==> config.mk <==
export PLATFORM = sky130hd
export DESIGN_NAME = rsa_core
export DESIGN_NICKNAME = d
export VERILOG_FILES = /design/src/rtl/rsa_core.sv
export SDC_FILE = /design/constraint.sdc
export NUM_CORES = 2
export LEC_CHECK = 0
export ABC_AREA = 1
export BUFFER_PORTS_ARGS = -buffer_cell sky130_fd_sc_hd__buf_2
export CAP_MARGIN = 20
export CORE_MARGIN = 2
export CORE_UTILIZATION = 28
export DETAILED_ROUTE_END_ITERATION = 16
export GPL_ROUTABILITY_DRIVEN = 0
export PLACE_DENSITY_LB_ADDON = 0.2
export RECOVER_POWER = 25
export SYNTH_ARGS = -nofsm -noshare
export SYNTH_HDL_FRONTEND = slang
export SYNTH_SLANG_ARGS = --single-unit
==> constraint.sdc <==
create_clock -name clk -period 212.8 [get_ports clk]
set_input_delay 10.64 -clock clk [delete_from_list [all_inputs] [get_ports clk]]
set_output_delay 10.64 -clock clk [all_outputs]
set_load 0.03 [all_outputs]
==> src/rtl/rsa_core.sv <==
// rsa_core: small RSA engine for 8-bit prime pairs.
// It derives n, e and d in three start-sequenced phases (key generation,
// inverse, cipher), then raises one 16-bit word to e (encryptor) or d
// (decryptor) modulo n using right-to-left square-and-multiply.
module rsa_core #(
    parameter int InstructionSelector = 1
) (
    input  logic        clk,
    input  logic        rst_n,
    input  logic [15:0] Input,
    input  logic [7:0]  firstPrimeNumber,
    input  logic [7:0]  secondPrimeNumber,
    input  logic        start,
    input  logic        start1,
    input  logic        start2,
    output logic [7:0]  encryptionKey,
    output logic [15:0] n,
    output logic [15:0] decryptionKey,
    output logic [15:0] Output,
    output logic        fin1,
    output logic        finish
);

    typedef enum logic [2:0] {
        IDLE, KEYGEN, KEYDONE, INV, INVDONE, EXP, DONE
    } state_t;

    state_t             state_q;
    logic               startPrev_q, start1Prev_q, start2Prev_q;
    logic [15:0]        n_q, phi_q;
    logic [7:0]         eKey_q, eCand_q;
    logic [15:0]        gcdA_q, gcdB_q;
    logic [15:0]        r0_q, r1_q;
    logic signed [17:0] t0_q, t1_q;
    logic [15:0]        dKey_q;
    logic [15:0]        base_q, res_q, exp_q;
    logic               sqPhase_q;
    logic [15:0]        out_q;
    logic               fin1_q, finish_q;

    logic               startRise, start1Rise, start2Rise;
    logic [15:0]        pMinus_d, qMinus_d, phiIn_d, nIn_d;
    logic [15:0]        gcdRem_d, quot_d, rem_d;
    logic signed [17:0] quotS_d, tNext_d;
    logic [15:0]        dFinal_d, expKey_d, inRed_d, mulA_d, modProd_d;
    logic [31:0]        prod_d;
    logic [7:0]         eCandNext_d;

    // Each start input only counts on its rising edge, so a held level is a single request.
    always_comb begin
        startRise  = start  & ~startPrev_q;
        start1Rise = start1 & ~start1Prev_q;
        start2Rise = start2 & ~start2Prev_q;
    end

    // Datapath arithmetic: key derivation, one Euclid step, one extended-Euclid step, one modular multiply.
    always_comb begin
        pMinus_d    = {8'b0, firstPrimeNumber} - 16'd1;
        qMinus_d    = {8'b0, secondPrimeNumber} - 16'd1;
        phiIn_d     = pMinus_d * qMinus_d;
        nIn_d       = {8'b0, firstPrimeNumber} * {8'b0, secondPrimeNumber};
        eCandNext_d = eCand_q + 8'd2;
        gcdRem_d    = (gcdB_q == 16'd0) ? 16'd0 : gcdA_q % gcdB_q;
        quot_d      = (r1_q == 16'd0) ? 16'd0 : r0_q / r1_q;
        rem_d       = (r1_q == 16'd0) ? 16'd0 : r0_q % r1_q;
        quotS_d     = signed'({2'b00, quot_d});
        tNext_d     = t0_q - quotS_d * t1_q;
        dFinal_d    = t0_q[15:0] + (t0_q[17] ? phi_q : 16'd0);
        expKey_d    = (InstructionSelector != 0) ? {8'b0, eKey_q} : dKey_q;
        inRed_d     = (n_q == 16'd0) ? 16'd0 : Input % n_q;
        mulA_d      = sqPhase_q ? base_q : res_q;
        prod_d      = {16'b0, mulA_d} * {16'b0, base_q};
        modProd_d   = (n_q == 16'd0) ? 16'd0 : 16'(prod_d % {16'b0, n_q});
    end

    // Main sequencer: accepts start requests in the resting states and runs each iterative phase.
    always_ff @(posedge clk) begin
        if (!rst_n) begin
            state_q      <= IDLE;
            startPrev_q  <= 1'b0;
            start1Prev_q <= 1'b0;
            start2Prev_q <= 1'b0;
            n_q          <= 16'd0;
            phi_q        <= 16'd0;
            eKey_q       <= 8'd0;
            eCand_q      <= 8'd0;
            gcdA_q       <= 16'd0;
            gcdB_q       <= 16'd0;
            r0_q         <= 16'd0;
            r1_q         <= 16'd0;
            t0_q         <= 18'sd0;
            t1_q         <= 18'sd0;
            dKey_q       <= 16'd0;
            base_q       <= 16'd0;
            res_q        <= 16'd0;
            exp_q        <= 16'd0;
            sqPhase_q    <= 1'b0;
            out_q        <= 16'd0;
            fin1_q       <= 1'b0;
            finish_q     <= 1'b0;
        end else begin
            startPrev_q  <= start;
            start1Prev_q <= start1;
            start2Prev_q <= start2;
            case (state_q)
                IDLE, KEYDONE, INVDONE, DONE: begin
                    if (startRise) begin
                        n_q      <= nIn_d;
                        fin1_q   <= 1'b0;
                        finish_q <= 1'b0;
                        if (firstPrimeNumber < 8'd2 || secondPrimeNumber < 8'd2) begin
                            eKey_q  <= 8'd0;
                            phi_q   <= 16'd0;
                            state_q <= KEYDONE;
                        end else begin
                            phi_q   <= phiIn_d;
                            eCand_q <= 8'd3;
                            gcdA_q  <= phiIn_d;
                            gcdB_q  <= 16'd3;
                            state_q <= KEYGEN;
                        end
                    end else if (start1Rise && state_q != IDLE) begin
                        if (eKey_q == 8'd0) begin
                            dKey_q  <= 16'd0;
                            fin1_q  <= 1'b1;
                            state_q <= INVDONE;
                        end else begin
                            r0_q    <= phi_q;
                            r1_q    <= {8'b0, eKey_q};
                            t0_q    <= 18'sd0;
                            t1_q    <= 18'sd1;
                            state_q <= INV;
                        end
                    end else if (start2Rise && (state_q == INVDONE || state_q == DONE)) begin
                        finish_q  <= 1'b0;
                        base_q    <= inRed_d;
                        res_q     <= (n_q <= 16'd1) ? 16'd0 : 16'd1;
                        exp_q     <= expKey_d;
                        sqPhase_q <= 1'b0;
                        state_q   <= EXP;
                    end
                end
                KEYGEN: begin
                    if (gcdB_q != 16'd0) begin
                        gcdA_q <= gcdB_q;
                        gcdB_q <= gcdRem_d;
                    end else if (gcdA_q == 16'd1) begin
                        eKey_q  <= eCand_q;
                        state_q <= KEYDONE;
                    end else if (eCand_q == 8'd255) begin
                        eKey_q  <= 8'd0;
                        state_q <= KEYDONE;
                    end else begin
                        eCand_q <= eCandNext_d;
                        gcdA_q  <= phi_q;
                        gcdB_q  <= {8'b0, eCandNext_d};
                    end
                end
                INV: begin
                    if (r1_q == 16'd0) begin
                        dKey_q  <= dFinal_d;
                        fin1_q  <= 1'b1;
                        state_q <= INVDONE;
                    end else begin
                        r0_q <= r1_q;
                        r1_q <= rem_d;
                        t0_q <= t1_q;
                        t1_q <= tNext_d;
                    end
                end
                EXP: begin
                    if (!sqPhase_q) begin
                        if (exp_q == 16'd0) begin
                            out_q    <= res_q;
                            finish_q <= 1'b1;
                            state_q  <= DONE;
                        end else begin
                            if (exp_q[0]) begin
                                res_q <= modProd_d;
                            end
                            sqPhase_q <= 1'b1;
                        end
                    end else begin
                        base_q    <= modProd_d;
                        exp_q     <= exp_q >> 1;
                        sqPhase_q <= 1'b0;
                    end
                end
                default: state_q <= IDLE;
            endcase
        end
    end

    assign encryptionKey = eKey_q;
    assign n             = n_q;
    assign decryptionKey = dKey_q;
    assign Output        = out_q;
    assign fin1          = fin1_q;
    assign finish        = finish_q;

endmodule

* Word level (Yosys, flattened, before mapping)
Cells that the tools add are included.
Word-level totals: output and inout port bits 58, register bits 237
Cells by class: magnitude comparators 3, eq/ne operators 35, div/mod/pow operators 5, muxes and demuxes 101, add/subtract/negate cells 5, bitwise logic cells 7, reduce and logical (&&, ||, !) cells 29, multipliers 4
Operators by type and width (count):
- $mux W16 | 43
- $pmux W16 S2 | 8
- $mux W18 | 8
- $mux W8 | 10
- $pmux W18 S2 | 2
- $logic_not A16 Y1 | 4
- $mod A16 B16 Y16 | 3
- $ne A2 B2 Y1 const B | 19
- $mod A32 B16 Y32 | 1
- $mul A16 B16 Y32 | 1
- $pmux W8 S2 | 2
- $mux W3 | 10
- $reduce_and A5 Y1 | 6
- $ne A3 B3 Y1 const B | 7
- $mul A17 B18 Y18 | 1
- $sub A18 B18 Y18 | 1
- $sub A8 B1 Y9 const B | 2
- $add A16 B16 Y16 | 1
- $div A16 B16 Y16 | 1
- $eq A16 B1 Y1 const B | 1
- $le A16 B1 Y1 const B | 1
- $lt A8 B2 Y1 const B | 2
- $mul A8 B8 Y16 | 1
- $mul A9 B9 Y16 | 1
- other kinds (25) | 53

* Depth between registers and ports, before layout
depth after elaboration 8, gate-level depth with buffers 673

* Worst setup path before layout
No wires, ideal clock.
path type register -> register, start register sqPhase_q, end register res_q[13], slack 124.303 ns, setup time 0.126 ns, arrival time 88.371 ns, clock period less this slack 88.497 ns, cell stages (with the launch flop) 647, required time 212.674 ns, cell sequence dfxtp_1 clkbuf_1 clkbuf_1 nor2_1 a21oi_1 clkinv_1 nor2_1 fa_1 fa_1 fa_1 fa_1 fa_1 inv_1 fa_1 inv_1 ha_1 nand2_1 inv_1 (+611 left out) nand3_1 nand2_1 a221o_1 nand3_1 nand2_1 nand3_1 nand2_1 a21oi_1 o21ai_0 a21oi_1 inv_1 a21oi_1 nand3_1 nor2_2 buf_8 nand3_2 nand3_2 a21oi_1
Between the ends: cells in the longest elaborated chain, start to end 8
RTL lines:
- from (decl) | line 37 | logic sqPhase_q;
- from (signal assigned) | line 97 | sqPhase_q <= 1'b0;
- from (signal assigned) | line 139 | sqPhase_q <= 1'b0;
- from (signal assigned) | line 181 | sqPhase_q <= 1'b1;
- $mux W16 | line 71 | mulA_d = sqPhase_q ? base_q : res_q;
- $mul A16 B16 Y32 | line 72 | prod_d = {16'b0, mulA_d} * {16'b0, base_q};
- $mod A32 B16 Y32 | line 73 | modProd_d = (n_q == 16'd0) ? 16'd0 : 16'(prod_d % {16'b0, n_q});
- $mux W16 | line 73
- $mux W16 | line 178 | if (exp_q[0]) begin
- $mux W16 | line 173 | if (exp_q == 16'd0) begin
- $mux W16 | line 172 | if (!sqPhase_q) begin
- $pmux W16 S2 | line 105 | case (state_q)
- to (signal assigned) | line 137 | res_q <= (n_q <= 16'd1) ? 16'd0 : 16'd1;
- to (signal assigned) | line 179 | res_q <= modProd_d;
- to (decl) | line 36 | logic [15:0] base_q, res_q, exp_q;
Several ways; a longest one is shown, not always the timed one. The select of a mux whose other input is x is not followed. A chain may end at the register's enable or synchronous reset.

* Final worst setup path
start register base_q[2], end register base_q[11]
Between the ends: cells in the longest elaborated chain, start to end 6
RTL lines:
- from (decl) | line 36
- from (signal assigned) | line 136 | base_q <= inRed_d;
- from (signal assigned) | line 184 | base_q <= modProd_d;
- $mux W16 | line 71
- $mul A16 B16 Y32 (*) | line 72
- $mod A32 B16 Y32 (*) | line 73
- $mux W16 (*) | line 73
- $mux W16 (*) | line 172
- $pmux W16 S2 (*) | line 105
Mark *: on every way between the ends. The rest lies on a longest branch, timed or not. The select of a mux whose other input is x is not followed.

==> impl_metrics.py <==
metrics = {
    "finish": {
        "final_cells": 13900,
        "final.fill_count": 27700,
        "syn2layout_area_growth_pct": 6.99,
        "drive_gt1_frac": 0.0745,
        "nets": 12000,
    },
    "clock_tree": {
        "postCtsHoldBufs": 0,
        "post_cts_buffers": 0,
        "tritoncts": "done",
        "clock_path_buffers": 3,
        "clock-sinks": 229,
        "numCtsBuffers": 35,
        "cts_max_level": 2,
        "clock_latency_ns": 0.60,
        "cts_resized": 0,
        "cts-root-buf": "clkbuf_16",
        "cts.clk_slew.worst_paths_ns": 0.06,
    },
    "detailed_routing": {
        "remaining_drc_errors": 0,
        "avgViaCountPerCell": 4.79,
        "routed_wire_length_per_instance_um": 16.0,
        "drt_first_iter_violations": 3739,
        "ant_nets": 0,
        "vias": 66400,
        "dr.pass1.iters": 6,
        "wirelength_mm": 222,
    },
    "floorplan": {
        "core-area_mm2": 0.252,
        "floorplan.die.width_um": 507,
        "rows": 184,
        "fp.dieH_um": 507,
        "initial_utilization": 0.282,
        "ios": 95,
        "die-area_mm2": 0.257,
    },
    "logic_synthesis": {
        "syn_inst": 10600,
        "yosys.cell_types.count": 90,
        "yosys_warnings": 0,
        "avgSynthCellArea_um2": 6.70,
        "synth_top_area_share": 0.187,
        "ys_ff_latch": 229,
        "async_reset_ff_frac": 0,
        "syn_nets": 12100,
        "synth_common_cells": "nand2_1, inv_1, ha_1",
        "ys_top_cells_by_area": "ha_1, fa_1, nand2_1, inv_1, dfxtp_1",
        "yosysTopAreaCell": "ha_1",
        "syn-cell-area_mm2": 0.0709,
        "synth_edf_count": 0,
        "synth_flop_cell": "dfxtp_1",
        "synth_seq_area_share": 0.0647,
        "yosysMostFrequentCell": "nand2_1",
    },
    "place": {
        "dp_slack_ns": 116.60,
        "dpl.cell_count": 13800,
        "portBuffers": 94,
        "dp_hpwl_mm": 182,
    },
    "run_status": {
        "status": "finished with violations",
        "violations": "capacitance limit, slew limit",
    },
    "critical_path": {
        "crit_top_cell": "nand2_1",
        "slowest_delay_ns": 0.79,
        "cp-start-kind": "flip-flop",
        "crit_type": "flip-flop to flip-flop",
        "cp.arrival_ns": 97.39,
        "crit_slowest_cell": "nor2_2",
        "critPathCaptureType": "flip-flop",
        "cp.required_ns": 213.24,
        "crit_fanout": 36,
    },
    "sta": {
        "setup_slack_ns": 115.86,
        "tns_ns": 0,
        "layout_min_cycle_time_ns": 96.94,
        "relSlewSlack": -1.81,
        "hold_violations": 0,
        "setup_viol": 0,
        "grt_setup_unrepaired": "no",
        "min_period_over_period": 0.456,
        "tightest_slew_ns": 4.21,
        "drv_slew": 233,
        "fmax_mhz": 10.3,
        "clock_skew_ns": 0.0437,
    },
    "global_routing": {
        "grt_max_degree": 94,
        "gr-total-overflow": 0,
        "track_usage": 0.171,
        "antenna_found_initial": 5,
        "grt_pass1_wl_mm": 359,
        "grt_pass1_vias": 65600,
    },
    "min_path": {
        "hold_path_class": "flip-flop to flip-flop",
    },
    "flow_run": {
        "drv_cap": 3,
    },
}
-- area by class of cell --
type	instances	area [um2]	area share
multi-input combinational	8382	58500	0.771
inverter	1688	6410	0.0845
sequential	229	4580	0.0604
tap	3348	4190	0.0552
clock buffer	42	942	0.0124
timing repair buffer	158	907	0.0120
clock inverter	20	300	0.00396
antenna	2	5.00	0.0000660
-- state kept, by name, indices dropped and copies added (netlist names) --
register	cells
t1_q	18
startPrev_q	1
exp_q	8
gcdB_q	16
fin1	1
state_q	3
r0_q	16
start2Prev_q	1
t0_q	18
res_q	16
eCand_q	8
sqPhase_q	1
finish	1
decryptionKey	16
encryptionKey	8
start1Prev_q	1
base_q	16
n	16
gcdA_q	16
r1_q	16
Output	16
phi_q	16
-- metal layers --
metal	wire length, um	GRT usage	vias up
li1	-	-	34100
met1	108000	0.237	31000
met2	101000	0.287	1068
met3	7490	0.0133	200
met4	5290	0.0376	2
met5	13	0	-
-- per-stage QoR --
stage	util	area [um2]	hold WS [ns]
3_3_place_gp	0.297	74600	0.451
6_report	0.301	75800	0.460
2_1_floorplan	-	70900	0.445
5_1_grt	0.301	75800	0.482
3_5_place_dp	0.297	74600	0.450
4_1_cts	0.302	75900	0.458
-- worst paths after layout --
path	start	depth (start not counted)	endpoint	slack, ns
worst min-delay path	decryptionKey[10]	2	decryptionKey[10]	0.46
worst min register to register	decryptionKey[10]	2	decryptionKey[10]	0.46
worst max-delay path	base_q[2]	595	base_q[11]	115.86
worst max register to register	base_q[2]	595	base_q[11]	115.86
-- worst max-delay path: cells and delay by family, from the launching register on --
kind            cells  cell delay [ns]
compound gates    231            43.64
simple gates      231            28.63
fa+ha+maj          39            13.64
buf+inv            94             9.75
flops               1             0.72
-- cells in the final DEF (no fill, tap or decap), types with 31 or more instances in the layout --
master and count:
a21o_1 164, a21oi_1 730, a31oi_1 42, buf_2 43, buf_4 60, clkbuf_1 56
clkbuf_16 35, dfxtp_1 229, fa_1 423, ha_1 1062, inv_1 1580, inv_2 64
nand2_1 2227, nand2_2 150, nand2_4 37, nand3_1 346, nand3_2 78, nand3b_1 31
nand4_1 85, nor2_1 807, nor2_2 47, nor2_4 34, nor3_1 74, o21ai_0 782
o21ai_1 42, o21bai_1 94, o31ai_1 53, or2_2 103, xnor2_1 329, xor2_1 368
-- cells by family after synthesis --
family,synth area share
simple gates,0.263
compound gates,0.168
buf+inv,0.110
fa+ha+maj,0.307
xor+xnor,0.0863
flops,0.0647
mux,0.000565
Power is not shown: default switching activity piles up to over one toggle a cycle in this logic, so the estimate is an artifact.
